==> config.mk <==
export PLATFORM = sky130hd
export DESIGN_NAME = spi_master_handshake
export DESIGN_NICKNAME = d
export VERILOG_FILES = /design/src/rtl/spi_master_handshake.sv
export SDC_FILE = /design/constraint.sdc
export NUM_CORES = 1
export LEC_CHECK = 0
export CORE_MARGIN = 5
export CORE_UTILIZATION = 59
export CTS_CLUSTER_DIAMETER = 150
export DETAILED_ROUTE_END_ITERATION = 8
export PLACE_DENSITY = 0.94
export SYNTH_ARGS = -nofsm -noshare
export SYNTH_HDL_FRONTEND = slang
export SYNTH_SLANG_ARGS = --single-unit
==> constraint.sdc <==
create_clock -name clk -period 3.6 [get_ports clk]
set_input_delay 0.54 -clock clk [delete_from_list [all_inputs] [get_ports clk]]
set_output_delay 0.54 -clock clk [all_outputs]
set_load 0.02 [all_outputs]
==> src/rtl/spi_master_handshake.sv <==
// SPI mode-0 master with a ready/start/done handshake toward the slave.
// States: IDLE wait send | REQ ready up, await start | SHIFT clock word | DONE pulse done | ERR pulse err.
`timescale 1ns/1ps
module spi_master_handshake #(
  parameter int DATA_W  = 8,
  parameter int CLK_DIV = 4,
  parameter int TIMEOUT = 255
) (
  input  logic              clk,
  input  logic              rst,
  input  logic              send,
  input  logic [DATA_W-1:0] tx_data,
  output logic              busy,
  output logic              ready,
  input  logic              start,
  output logic              done,
  output logic              cs_n,
  output logic              sclk,
  output logic              mosi,
  input  logic              miso,
  output logic [DATA_W-1:0] rx_data,
  output logic              rx_valid,
  output logic              err
);

  localparam int TO_W  = $clog2(TIMEOUT + 1);
  localparam int DIV_W = ($clog2(CLK_DIV) > 0) ? $clog2(CLK_DIV) : 1;
  localparam int TG_W  = $clog2(2 * DATA_W);

  localparam logic [TO_W-1:0]  TO_LOAD  = TO_W'(TIMEOUT);
  localparam logic [DIV_W-1:0] DIV_LOAD = DIV_W'(CLK_DIV - 1);
  localparam logic [TG_W-1:0]  TG_LAST  = TG_W'(2 * DATA_W - 1);

  typedef enum logic [2:0] {
    S_IDLE,
    S_REQ,
    S_SHIFT,
    S_DONE,
    S_ERR
  } state_t;

  state_t            state;
  logic [DATA_W-1:0] tx_sr;
  logic [DATA_W-1:0] rx_sr;
  logic [TO_W-1:0]   to_cnt;
  logic [DIV_W-1:0]  div_cnt;
  logic [TG_W-1:0]   tg_cnt;

  always_ff @(posedge clk or posedge rst) begin
    if (rst) begin
      state    <= S_IDLE;
      tx_sr    <= '0;
      rx_sr    <= '0;
      to_cnt   <= '0;
      div_cnt  <= '0;
      tg_cnt   <= '0;
      busy     <= 1'b0;
      ready    <= 1'b0;
      done     <= 1'b0;
      rx_valid <= 1'b0;
      err      <= 1'b0;
      cs_n     <= 1'b1;
      sclk     <= 1'b0;
      mosi     <= 1'b0;
      rx_data  <= '0;
    end else begin
      done     <= 1'b0;
      rx_valid <= 1'b0;
      err      <= 1'b0;
      case (state)
        S_IDLE: begin
          if (send) begin
            tx_sr  <= tx_data;
            to_cnt <= TO_LOAD;
            busy   <= 1'b1;
            ready  <= 1'b1;
            state  <= S_REQ;
          end
        end
        // Down-counter loaded with TIMEOUT: REQ lasts at most TIMEOUT+1 cycles,
        // and a start seen on the last of them still wins.
        S_REQ: begin
          if (start) begin
            ready   <= 1'b0;
            cs_n    <= 1'b0;
            sclk    <= 1'b0;
            mosi    <= tx_sr[DATA_W-1];
            tx_sr   <= tx_sr << 1;
            div_cnt <= DIV_LOAD;
            tg_cnt  <= '0;
            state   <= S_SHIFT;
          end else if (to_cnt == '0) begin
            ready <= 1'b0;
            err   <= 1'b1;
            state <= S_ERR;
          end else begin
            to_cnt <= to_cnt - TO_W'(1);
          end
        end
        S_SHIFT: begin
          if (div_cnt != '0) begin
            div_cnt <= div_cnt - DIV_W'(1);
          end else begin
            div_cnt <= DIV_LOAD;
            sclk    <= ~sclk;
            tg_cnt  <= tg_cnt + TG_W'(1);
            if (!sclk) begin
              rx_sr <= (rx_sr << 1) | DATA_W'(miso);
            end else begin
              mosi  <= tx_sr[DATA_W-1];
              tx_sr <= tx_sr << 1;
            end
            if (tg_cnt == TG_LAST) begin
              tg_cnt   <= '0;
              cs_n     <= 1'b1;
              mosi     <= 1'b0;
              done     <= 1'b1;
              rx_valid <= 1'b1;
              rx_data  <= rx_sr;
              state    <= S_DONE;
            end
          end
        end
        S_DONE: begin
          busy  <= 1'b0;
          state <= S_IDLE;
        end
        S_ERR: begin
          busy  <= 1'b0;
          state <= S_IDLE;
        end
        default: begin
          busy  <= 1'b0;
          ready <= 1'b0;
          cs_n  <= 1'b1;
          sclk  <= 1'b0;
          state <= S_IDLE;
        end
      endcase
    end
  end

endmodule

==> results.toml, run 1 <==
[pwr]
switching_power_mw = 0.658
p_int_mw = 1.22
p_comb_frac = 0.357
pwr-share-seq = 0.431
clockPowerShare = 0.212
swShare = 0.351
ir_drop_uv = 447
cellLeakagePower_nw = 1.21
powerDensity_nw_per_um2 = 687

[floorplan]
fp.dieW_um = 72.9
die-height_um = 72.9
core_area_sq_um = 3740
rows = 22
dieArea_sq_um = 5310
io_pins = 29
initial_core_util = 0.623

[cells_and_area]
drive_above_1_share = 0.232
fin_cells = 276
fillers = 249
diodes = 0
fin_area_sq_um = 2730
nets = 244
syn_to_final_growth_pct = 17.2

[synthesis]
synthFlopType = "dfrtp_1"
synth_fp_nets = 219
synth_area_leader_cell = "dfrtp_1"
synth_edf_count = 0
synth_cell_types = 46
yosysSeqAreaShare = 0.516
synth_top_area_share = 0.505
synthArstFlopShare = 1.00
synth_most_common_cell = "dfrtp_1"
synth_common_cells = "dfrtp_1, mux2_2, nor2_1, a21oi_1, nand2_1"
netlist_area_sq_um = 2330
synth_warnings = 0
synth_area_per_cell_sq_um = 11.5
synthCells = 202
synth_area_leaders = "dfrtp_1, mux2_2, a21oi_1"
ys_ff_latch = 48

[cts]
root_buffer = "clkbuf_8"
h-tree-depth = 2
clk_pin_slew_ps = 90
insertion_delay_ps = 310
clock_path_buffers = 2
ctsResizeCount = 0
postCtsHoldBufs = 0
cts.sinks = 48
cts_setup_buffers = 0
cts_buffers = 5
cts_tree = "yes"

[detailed_routing]
viasPerCell = 5.84
drt-total-wl_um = 4520
first_iter_violations = 218
detail-route-antenna-nets = 0
remaining_drc_errors = 0
num_vias = 1612
wl_per_cell_um = 16.4
firstDrtPassIters = 4

[grt]
antenna_found_initial = 0
grt_start_max_net_pins = 49
grt_pass1_wl_um = 7890
grt_usage = 0.195
gr-total-overflow = 0
grt_pass1_vias = 1672

[placed_design]
dp.cells = 268
dp_hpwl_um = 3130
place_area_sq_um = 2620
gp_congestion = 0.787
io_buffer_count = 28

[sta]
fin_crit_sh = 0.622
setup-violations-final = 0
relSlewSlack = 0.353
fmax_mhz = 446
hold_viol = 0
worst_pin_slew_ps = 969
post-route-min-period_ps = 2240
drv_slew = 0
setup_tns_ps = 0
rsz0062_at_grt = "false"
finClkSkew_ps = 5.61

[worst_setup_path]
start_kind = "register"
slowest_stage = "dfrtp_1"
crit_fanout = 23
cp.arrival_ps = 2440
crit_type = "register to register"
critPathRequiredTime_ps = 3800
crit_path_frequent_cell = "mux2_2"
endpoint_kind = "register"
slowest_delay_ps = 630
path_cells = "nand2b_1, a21oi_2, mux2_2, mux2_2"

[outcome]
status = "complete, no violations"

[min_path]
hp-class = "register to register"

[job]
maxCapViolCount = 0
-- worst max-delay path, delay by kind of cell (launching register included) --
kind,cells,cell delay [ps]
AO/OA/AOI/OAI,1,450
AND/OR/NAND/NOR,1,400
multiplexers,2,660
flip-flops,1,630
-- cells in the final DEF (no fill, tap or decap), types with 3 or more instances in the layout --
cell type / Yosys / final
dfrtp_1: 47 / 47
mux2_2: 32 / 32
clkdlybuf4s50_1: 0 / 28
nor2_1: 12 / 12
nand2_1: 11 / 11
a21oi_1: 11 / 11
inv_1: 8 / 7
o21ai_0: 6 / 6
nor3_1: 6 / 6
a31oi_1: 5 / 5
clkbuf_8: 0 / 5
ha_1: 4 / 4
nand2b_1: 3 / 3
nand3b_1: 3 / 3
nor2b_1: 3 / 3
nand3_1: 3 / 3
and4_2: 3 / 3
o21ai_1: 3 / 3
a21o_1: 3 / 3
-- layout make-up --
class                   instances  area [sq um]  area share
repair buffers                 28           280       0.103
clock buffers                   5          68.8      0.0252
multi-input cells             136          1040       0.382
flip-flops and latches         48          1200       0.440
well taps                      48          60.1      0.0220
inverters                       8          30.0      0.0110
clock inverters                 3          47.5      0.0174
-- through the flow --
stage          setup WS (ps)  power, mW  hold WS (ps)  utilization
5_1_grt                 1260       2.00           521        0.730
3_3_place_gp            1230       1.45           479        0.699
2_1_floorplan           1740       1.32           460            -
3_5_place_dp            1170       1.49           492        0.699
4_1_cts                 1390       1.89           512        0.730
6_report                1360       1.88           509        0.730
-- flip-flops by register name (all words and copies together), names as in the netlist --
name,flops
mosi,1
div_cnt,2
rx_valid,1
rx_data,8
tg_cnt,4
tx_sr,8
state,3
to_cnt,8
err,1
ready,1
cs_n,1
rx_sr,8
busy,1
sclk,1
-- metal layers --
metal	GRT usage	part of all wire	up-vias
met3	0.0399	0.035	10
met1	0.259	0.45	794
met4	0.123	0.027	0
li1	-	-	782
met2	0.290	0.49	26
met5	0	0	-
-- cells by family (layout without fill, tap and decap cells) --
| kind of cell | after synthesis | after routing | share of synthesized area |
|---|---|---|---|
| simple gates | 56 | 56 | 0.142 |
| flops | 48 | 48 | 0.516 |
| compound gates | 43 | 43 | 0.126 |
| mux | 32 | 32 | 0.155 |
| buf+inv | 18 | 44 | 0.0365 |
| fa+ha+maj | 4 | 4 | 0.0215 |
| xor+xnor | 1 | 1 | 0.00376 |
-- power by group through the flow --
stage	clock, mW	combinational [mW]	sequential, mW
floorplan	0	0.548	0.772
CTS	0.407	0.676	0.807
detailed placement	0	0.669	0.817
global route	0.430	0.740	0.834
global placement	0	0.641	0.809
finish	0.397	0.670	0.809
-- path summary, 6_finish.rpt --
check	startpoint	endpoint	slack (ps)	cells after the start
worst max-delay path	state[0]	tx_sr[6]	1360	4
worst min-delay path	tx_sr[6]	tx_sr[6]	510	1
worst max register to register	state[0]	tx_sr[6]	1360	4
worst min register to register	tx_sr[6]	tx_sr[6]	510	1
max in group asynchronous	rst	tg_cnt[0]	2240	2
min in group asynchronous	rst	rx_data[0]	770	2
Power figures use the tool's default switching activity.
==> inputs of run 2 (changes only) <==
--- a/config.mk
+++ b/config.mk
@@ -6,10 +6,10 @@
 export NUM_CORES = 1
 export LEC_CHECK = 0
 export CORE_MARGIN = 5
-export CORE_UTILIZATION = 59
+export CORE_UTILIZATION = 55
 export CTS_CLUSTER_DIAMETER = 150
 export DETAILED_ROUTE_END_ITERATION = 8
-export PLACE_DENSITY = 0.94
+export PLACE_DENSITY = 0.89
 export SYNTH_ARGS = -nofsm -noshare
 export SYNTH_HDL_FRONTEND = slang
 export SYNTH_SLANG_ARGS = --single-unit
==> constraint.sdc (replaced) <==
create_clock -name clk -period 2.08 [get_ports clk]
set_input_delay 0.312 -clock clk [delete_from_list [all_inputs] [get_ports clk]]
set_output_delay 0.312 -clock clk [all_outputs]
set_load 0.02 [all_outputs]
==> run 2 against run 1 <==
  * Sequential share of layout area is 1.5 points lower
  * Sequential power is 66% higher
  * Worst hold slack lost 260 ps
  * Critical path depth is 2 higher
  * Total power is 78% higher
  * Die area increased by 6.3%
  * Global-route usage rose by 0.075 points
  * Critical path type unchanged
  * Largest power group unchanged
==> results.toml, run 2 (synthesis gave the netlist of run 1 again) <==
[cts]
insertion_delay_ps = 310
ctsResizeCount = 0
root_buffer = "clkbuf_8"
clk_pin_slew_ps = 100
postCtsHoldBufs = 0
cts_setup_buffers = 0
clock_path_buffers = 2
cts_buffers = 5
cts.sinks = 48
cts_tree = "yes"
h-tree-depth = 2

[worst_setup_path]
regToRegStartpoint = "to_cnt[0]"
cp.arrival_ps = 2210
worstReg2RegEnd = "to_cnt[2]"
r2r_cells = 6
path_cells = "inv_1, ha_1, or4bb_1, o221a_4, and3_2, o21ai_0"
slowest_stage = "or4bb_1"
endpoint_kind = "register"
start_kind = "register"
rrSetupSlack_ps = 100
path_depth = 6
path_buf_inv = 1
crit_fanout = 17
slowest_delay_ps = 530
crit_type = "register to register"
path_delay_family = "simple AND/OR/NAND/NOR gates"
critPathRequiredTime_ps = 2310

[floorplan]
die-height_um = 75.1
rows = 23
initial_core_util = 0.574
dieArea_sq_um = 5640
fp.dieW_um = 75.1
core_area_sq_um = 4060
io_pins = 29

[cells_and_area]
syn_to_final_growth_pct = 21.4
most-common-layout-cells = "dfrtp_1, mux2_2, clkdlybuf4s50_1, nor2_1"
nets = 255
mostFrequentLayoutCell = "dfrtp_1"
fillers = 276
drive_above_1_share = 0.268
diodes = 0
final_core_util = 0.698
fin_cells = 289

[pwr]
ir_drop_uv = 612
powerDensity_nw_per_um2 = 1180
cellLeakagePower_nw = 1.27
total_power_mw = 3.34

[detailed_routing]
remaining_drc_errors = 0
firstDrtPassIters = 4
num_vias = 1722
first_iter_violations = 96
viasPerCell = 5.96
drt-total-wl_um = 4910
detail-route-antenna-nets = 0
wl_per_cell_um = 17.0

[grt]
antenna_found_initial = 0
gr-total-overflow = 0
grt_pass1_vias = 1806
grt_pass1_wl_um = 8380
grt_usage = 0.196
grt_start_max_net_pins = 25

[sta]
rsz0062_at_grt = "false"
post-route-min-period_ps = 1980
setup_tns_ps = 0
hold_slack_ps = 249
hold_viol = 0
fin_crit_sh = 0.954
fmax_mhz = 504
finClkSkew_ps = 8.82
worst_pin_slew_ps = 555
setup-violations-final = 0
drv_slew = 0
relSlewSlack = 0.626

[placed_design]
gp_congestion = 0.872
dp_hpwl_um = 3400
dp.cells = 281
io_buffer_count = 28

[outcome]
status = "complete, no violations"

[job]
maxCapViolCount = 0

[min_path]
hp-class = "input pin to async pin"
## run 2: changes by cell type in the layout (fill, tap and decap cells not counted)
cell,change
buf_12,+1
buf_4,+10
## run 2: routing by layer
metal / wire, um / global-route usage
met3: 285 / 0.0574
met4: 101 / 0.0731
met5: 0 / 0
met1: 2030 / 0.241
met2: 2490 / 0.325
## run 2: how the worst max path moves through the flow
stage               startpoint   endpoint  slack [ps]
finish               to_cnt[0]  to_cnt[2]         100
global route         to_cnt[0]  to_cnt[3]          10
CTS                  to_cnt[0]  to_cnt[2]         100
detailed placement       start   tx_sr[5]          -7
global placement         start   tx_sr[3]          40
floorplan            to_cnt[0]  to_cnt[0]         220
## run 2: area by class of cell
cell class	count	area, sq um	share of cell area
multi-input cells	136	1040	0.369
repair buffers	39	375	0.133
flip-flops and latches	48	1200	0.425
well taps	50	62.6	0.0221
inverters	8	30.0	0.0106
clock buffers	5	68.8	0.0243
clock inverters	3	47.5	0.0168
## run 2: worst reg2reg max path: cells and delay by family (launching register included)
kind | cells | cell delay (ps)
and+or+nand+nor | 2 | 760
AOI/OAI and AO/OA | 2 | 460
DFF | 1 | 440
adders and majority gates | 1 | 140
buffers and inverters | 1 | 100
## run 2: report_power, final
part	internal (mW)	total [mW]	leakage [nW]	switching (mW)
sequential	1.16	1.34	0.591	0.187
combinational	0.647	1.29	0.623	0.646
clock	0.362	0.703	0.0583	0.341
## run 2: per-stage QoR
stage | instance area [sq um] | worst slack [ps]
final | 2830 | 96.5
after global routing | 2830 | 13.3
after CTS | 2830 | 96.8
after detailed placement | 2710 | -6.57
after global placement | 2710 | 44.0
after floorplan | 2330 | 219
==> inputs of run 3 (changes only) <==
--- a/config.mk
+++ b/config.mk
@@ -5,6 +5,7 @@
 export SDC_FILE = /design/constraint.sdc
 export NUM_CORES = 1
 export LEC_CHECK = 0
+export CAP_MARGIN = 5
 export CORE_MARGIN = 5
 export CORE_UTILIZATION = 55
 export CTS_CLUSTER_DIAMETER = 150
==> constraint.sdc (replaced) <==
create_clock -name clk -period 2.08 [get_ports clk]
set_input_delay 0.312 -clock clk [delete_from_list [all_inputs] [get_ports clk]]
set_output_delay 0.312 -clock clk [all_outputs]
set_load 0.01 [all_outputs]
==> results of run 3 <==
The final DEF is identical to that of run 2. Status: complete, no violations.
Among the figures that moved: total power 3.34 mW -> 3.30 mW; worst IR drop on VDD 612 uV -> 611 uV
